===== src/rtl/muldiv_ctrl.sv =====
// Multiply/divide sequencer: latches operands, starts the selected unit, waits
// for its completion (bounded by TIMEOUT) and loads the architectural HI/LO pair.
module muldiv_ctrl #(
  parameter int TIMEOUT = 40
) (
  input  logic        clock,
  input  logic        reset,
  input  logic        MD_REQ,
  input  logic [1:0]  MD_OP,
  input  logic [31:0] A,
  input  logic [31:0] B,
  output logic [31:0] OP_A,
  output logic [31:0] OP_B,
  output logic        DIV_START,
  output logic        MULT_START,
  input  logic        DIV_END,
  input  logic        MULT_END,
  input  logic        DIV_0,
  input  logic [31:0] DIV_HI,
  input  logic [31:0] DIV_LO,
  input  logic [31:0] MULT_HI,
  input  logic [31:0] MULT_LO,
  output logic [31:0] HI,
  output logic [31:0] LO,
  output logic        MD_BUSY,
  output logic        MD_DONE,
  output logic        DIV_ZERO_EXC,
  output logic        MD_TIMEOUT
);

  typedef enum logic [2:0] {IDLE, START, WAIT, DONE, ERR} state_t;

  localparam logic [6:0] TO_LIM = 7'(TIMEOUT);

  state_t     state;
  logic       is_div;
  logic [5:0] cnt;
  logic [6:0] cnt_inc;
  logic [5:0] cnt_sat;
  logic       unit_end;

  assign cnt_inc  = {1'b0, cnt} + 7'd1;
  assign cnt_sat  = cnt_inc[6] ? 6'h3f : cnt_inc[5:0];
  assign unit_end = is_div ? DIV_END : MULT_END;
  assign MD_BUSY  = (state != IDLE);

  // DIV_0 only reflects the latched divisor once in START, so the start
  // strobes are decoded from the state rather than registered a cycle early.
  assign DIV_START  = (state == START) &&  is_div && !DIV_0;
  assign MULT_START = (state == START) && !is_div;

  always_ff @(posedge clock) begin
    if (reset) begin
      state        <= IDLE;
      is_div       <= 1'b0;
      cnt          <= '0;
      OP_A         <= '0;
      OP_B         <= '0;
      HI           <= '0;
      LO           <= '0;
      MD_DONE      <= 1'b0;
      DIV_ZERO_EXC <= 1'b0;
      MD_TIMEOUT   <= 1'b0;
    end else begin
      MD_DONE      <= 1'b0;
      DIV_ZERO_EXC <= 1'b0;
      MD_TIMEOUT   <= 1'b0;
      case (state)
        IDLE: begin
          if (MD_REQ && (MD_OP == 2'b01 || MD_OP == 2'b10)) begin
            OP_A   <= A;
            OP_B   <= B;
            is_div <= (MD_OP == 2'b10);
            state  <= START;
          end
        end
        START: begin
          cnt <= '0;
          if (is_div && DIV_0) begin
            DIV_ZERO_EXC <= 1'b1;
            state        <= ERR;
          end else begin
            state <= WAIT;
          end
        end
        WAIT: begin
          cnt <= cnt_sat;
          // completion takes priority over a timeout hit in the same cycle
          if (unit_end) begin
            HI      <= is_div ? DIV_HI : MULT_HI;
            LO      <= is_div ? DIV_LO : MULT_LO;
            MD_DONE <= 1'b1;
            state   <= DONE;
          end else if ({1'b0, cnt_sat} >= TO_LIM) begin
            MD_TIMEOUT <= 1'b1;
            state      <= ERR;
          end
        end
        DONE:    state <= IDLE;
        ERR:     state <= IDLE;
        default: state <= IDLE;
      endcase
    end
  end

endmodule


===== config.mk =====
export PLATFORM = sky130hd
export DESIGN_NAME = muldiv_ctrl
export DESIGN_NICKNAME = d
export VERILOG_FILES = /design/src/rtl/muldiv_ctrl.sv
export SDC_FILE = /design/constraint.sdc
export NUM_CORES = 1
export LEC_CHECK = 0
export CORE_AREA = 2 2 129 131
export DETAILED_ROUTE_END_ITERATION = 16
export DIE_AREA = 0 0 131 133
export PLACE_DENSITY_LB_ADDON = 0.15
export SLEW_MARGIN = 40
export SYNTH_ARGS = -nofsm -noshare
export SYNTH_HDL_FRONTEND = slang
export SYNTH_SLANG_ARGS = --single-unit

===== constraint.sdc =====
create_clock -name clock -period 2.6 [get_ports clock]
set_input_delay 0.65 -clock clock [delete_from_list [all_inputs] [get_ports clock]]
set_output_delay 0.65 -clock clock [all_outputs]
set_load 0.02 [all_outputs]

# Word-level counts from Yosys, hierarchy flattened
# Cells that the tools add are included.
# W data, S select, Z words.
[totals]
ramBits = 0
ff_bits = 141
output_inout_bits = 134
latch_bits = 0
word_cells = 50
rom_bits = 0
input_bits = 200
memories = 0
[op_classes]
n_mul = 0
reduce_logical = 17
n_addsub = 1
n_shift = 0
order_cmp = 1
muxes = 13
bitwise_logic = 2
eq_ne = 6
div = 0
[ops]
columns = ["op", "n"]
rows = [
  ["$mux W32", 2],
  ["$mux W3", 4],
  ["$pmux W6 S2", 1],
  ["$pmux W3 S3", 1],
  ["$add A6 B1 Y7 const B", 1],
  ["$ge A6 B6 Y1 const B", 1],
  ["$mux W6", 1],
  ["$reduce_and A2 Y1", 3],
  ["$logic_and A1 B1 Y1", 5],
  ["$mux W1", 4],
  ["$reduce_or A2 Y1", 2],
  ["$eq A3 B1 Y1 const B", 1],
  ["$eq A3 B2 Y1 const B", 1],
  ["$logic_not A3 Y1", 1],
  ["$ne A3 B3 Y1 const B", 1],
  ["$reduce_bool A3 Y1", 1],
  ["$reduce_or A3 Y1", 1],
  ["$eq A2 B1 Y1 const B", 1],
  ["$eq A2 B2 Y1 const B", 1],
  ["$logic_not A1 Y1", 2],
  ["$ne A2 B2 Y1 const B", 1],
  ["$not A1 Y1", 2],
  ["$reduce_bool A2 Y1", 1],
  ["$logic_or A1 B1 Y1", 1],
]

# Longest topological paths before layout
[logic_depth]
depth_word = 6
mapped_depth = 8

# Least setup slack after synthesis
# Ideal clock, no wire load.
[synth_path]
kind = "flip-flop to output port"
from = "reg is_div"
to = "out DIV_START"
required_ps = 1950
arrival_time_ps = 1601
path_stages_with_launch = 5
setup_slack_ps = 349
path_cell_list = "dfxtp_1 > buf_2 > buf_4 > buf_1 > nor3b_1"
[synth_via]
elab_chain_cells = 2
[synth_rtl]
columns = ["item", "line", "text"]
rows = [
  ["start, declared", "36", "logic is_div;"],
  ["start signal, assigned", "73", "is_div <= (MD_OP == 2'b10);"],
  ["$logic_and A1 B1 Y1 (2 in a row)", "49", "assign DIV_START = (state == START) && is_div && !DIV_0;"],
  ["end, declared", "14", "output logic DIV_START,"],
]
# No other way between the ends.

# Final worst setup path
[layout_path]
from = "reg state[0]"
to = "out DIV_START"
[layout_via]
elab_chain_cells = 3
[layout_rtl]
columns = ["item", "line", "text"]
rows = [
  ["start, declared", "35", "state_t state;"],
  ["start signal, assigned", "54", "state <= IDLE;"],
  ["start signal, assigned", "74", "state <= START;"],
  ["start signal, assigned", "81", "state <= ERR;"],
  ["$eq A3 B1 Y1", "49", ""],
  ["$logic_and A1 B1 Y1 (2 in a row)", "49", ""],
]
# No other way between the ends.

==> results.cfg <==
[worst_setup_path]
critPathKind = flip-flop to primary output
critPathLaunch = state[0]$_SDFFE_PP0P_
cp-end-kind = primary output
cp-start-kind = flip-flop
rr_startpoint = state[1]$_SDFFE_PP0P_
slowest_stage = or3b_4
crit_chain = or3b_4 -> nor3b_1 -> clkdlybuf4s15_2
required_ps = 1950
worst_ep_arrival_time_ps = 1770
critPathMaxStageDelay_ps = 460
critPathMaxFanout = 6

[grt]
grt_pass1_vias = 5663
grt_usage_pct = 21.4
grt_pass1_wl_um = 28800
antenna_found_initial = 0
grt_overflow = 0
grt_max_degree = 80

[route]
antenna_left = 0
first_pass_iters = 4
dr_wl_met2_um = 9530
highest-signal-layer = met4
wl_met3_um = 1380
wl_um = 18700
drc = 0
wl_met1_um = 7320
num_vias = 5614
vias_per_cell = 4.70
drt_iter0_drc = 196
wl_per_cell_um = 15.7

[cells_and_area]
fin_cells = 1194
regArea_mm2 = 0.00283
area_growth_pct = 71.6
nets = 1163
drive_above_1_share_pct = 11.5
multi_input_area_mm2 = 0.00285
num_antenna_cells = 0
n_fill_cell = 1390

[synth]
synthArstFlopShare_pct = 0
synthCells = 645
synth_fp_nets = 847
synthAdderAreaFrac_pct = 0.423
synthFlopType = dfxtp_1
yosysWarnings = 0
yosys.area_share.simple_pct = 15.9
synth_edf_count = 0
netlist_area_mm2 = 0.00592
synth_cell_type_count = 32
seq_area_frac_synth_pct = 47.7
synthXorXnorAreaFrac_pct = 0
synth_top_family_by_area = compound AO/OA/AOI/OAI gates
synth-compound-area-share_pct = 19.9
synth.mux.area_fraction_pct = 11.6
post_synth.cell_area_avg_um2 = 9.18
ys_ff_latch = 141

[floorplanning]
die_area_mm2 = 0.0174
start_util_pct = 36.6
io_pins = 334
core_area_mm2 = 0.0162
rows = 47
die_y_um = 133
die_x_um = 131

[timing]
hold_viol = 0
fin_skew_ps = 9.19
relSlewSlack_pct = 51.2
worstMarginPinSlew_ps = 732
fmax_mhz = 414
setup_viol = 0
slew_viol_final = 0
period_minus_slack_ps = 2420
rsz0062_at_grt = false
setup_tns_ps = 0
layout_worst_path_cycle_share_pct = 93.0

[cts]
cts_tree = yes
htree_levels = 4
path_clk_slew_ps = 60
clk_latency_ps = 420
cts_hold_buf = 0
clock_tree.root_cell = clkbuf_16
numCtsBuffers = 17
clock_path_buffers = 2
cts.sinks = 141

[min_path]
hp-class = flip-flop to flip-flop
hp-start = OP_B[28]$_SDFFE_PP0P_

[placed_design]
place_congestion = 0.794
dpl.hpwl_um = 13500
io_buffers = 333
dpl.cell_count = 1162

[power]
p_per_area_mw_per_mm2 = 648
ir_worst_vdd_mv = 0.427
p_leak_nw = 3.42

[outcome]
status = finished clean

[run]
drv_cap = 0
==> cell usage after synthesis, types with 2 or more instances <==
cell type | instances | area [µm²]
dfxtp_1 | 141 | 2820
nand2_1 | 136 | 510
nor2_1 | 76 | 285
a21oi_1 | 70 | 350
mux2i_1 | 67 | 671
a211oi_2 | 56 | 701
clkbuf_1 | 23 | 86.3
buf_2 | 18 | 90.1
buf_4 | 10 | 75.1
a211oi_1 | 8 | 60.1
nor3_1 | 5 | 25.0
o21ai_0 | 4 | 20.0
nand2b_1 | 3 | 18.8
nand3_1 | 3 | 15.0
nor3b_1 | 3 | 22.5
a21o_1 | 2 | 15.0
buf_1 | 2 | 7.51
ha_1 | 2 | 25.0
inv_1 | 2 | 7.51
nand4_1 | 2 | 12.5
==> metal layers <==
layer / track usage (%) / vias up
met1: 24.1 / 2541
met4: 8.98 / 0
met3: 6.67 / 30
met2: 36.8 / 195
li1: - / 2848
met5: 0 / -
==> repair_timing <==
action	CTS	global route
setup endpoints to repair	2	1
gates resized for setup	5	1
setup buffers	0	0
==> worst max-delay path, delay by kind of cell (launching register included) <==
kind	cells	cell delay (ps)
buffers and inverters	1	290
AND/OR/NAND/NOR	2	670
flip-flops	1	390
==> power by group <==
group	switching, W	internal, W	leakage, nW	total (W)
Combinational	0.000748	0.000787	1.96	0.00154
Clock	0.000930	0.00170	0.310	0.00263
Sequential	0.0000890	0.00233	1.15	0.00242
==> final cells by class <==
class,instances,share of cell area (%)
clock inverter,8,1.24
multi-input combinational,449,28.0
tap,220,2.71
sequential,141,27.8
timing repair buffer,350,35.0
clock buffer,24,5.15
inverter,2,0.0739
==> placed cells by master (no fill, tap or decap), types with 2 or more instances in the layout <==
master	n
nand3_1	3
ha_1	2
nor3_1	5
clkbuf_16	18
dfxtp_1	140
nor3b_1	3
mux2i_1	67
nand2b_1	3
buf_12	7
a21oi_1	70
inv_1	2
clkdlybuf4s50_1	330
a211oi_1	8
nand4_1	2
o21ai_0	4
a21o_1	2
nor2_4	2
nand2_1	136
clkinvlp_4	3
buf_4	10
a211oi_2	56
bufinv_16	3
clkbuf_8	5
nor2_1	74
==> flip-flops by register name, indices dropped and copies added (netlist names), 3 cells and up <==
| signal | flops |
|---|---|
| state | 3 |
| LO | 32 |
| OP_A | 32 |
| HI | 32 |
| cnt | 6 |
| OP_B | 32 |
==> per-stage QoR <==
step	setup WS [ps]	power [W]	hold WS [ps]	util (%)	cell area (µm²)
floorplan	349	0.00321	465	-	5920
global placement	-14.5	0.00399	440	58.8	9500
detailed placement	-72.8	0.00401	446	58.8	9500
CTS	14.2	0.00665	454	62.8	10200
global route	107	0.00687	467	62.8	10200
finish	183	0.00658	452	62.8	10200
==> worst paths after layout <==
kind / endpoint / slack (ps) / depth (start not counted)
max: DIV_START / 180 / 3
min: OP_B[28]$_SDFFE_PP0P_ / 450 / 2
max reg2reg: LO[27]$_SDFFE_PP0P_ / 660 / 5
min reg2reg: OP_B[28]$_SDFFE_PP0P_ / 450 / 2
==> kinds of logic (layout without fill, tap and decap cells) <==
| group | after synthesis | in the layout |
|---|---|---|
| muxes | 68 | 68 |
| and+or+nand+nor | 235 | 235 |
| AOI/OAI and AO/OA | 144 | 144 |
| adders and majority gates | 2 | 2 |
| buffers and inverters | 55 | 384 |
| DFF | 141 | 141 |
Note: power is estimated with default switching activity, not from simulation.
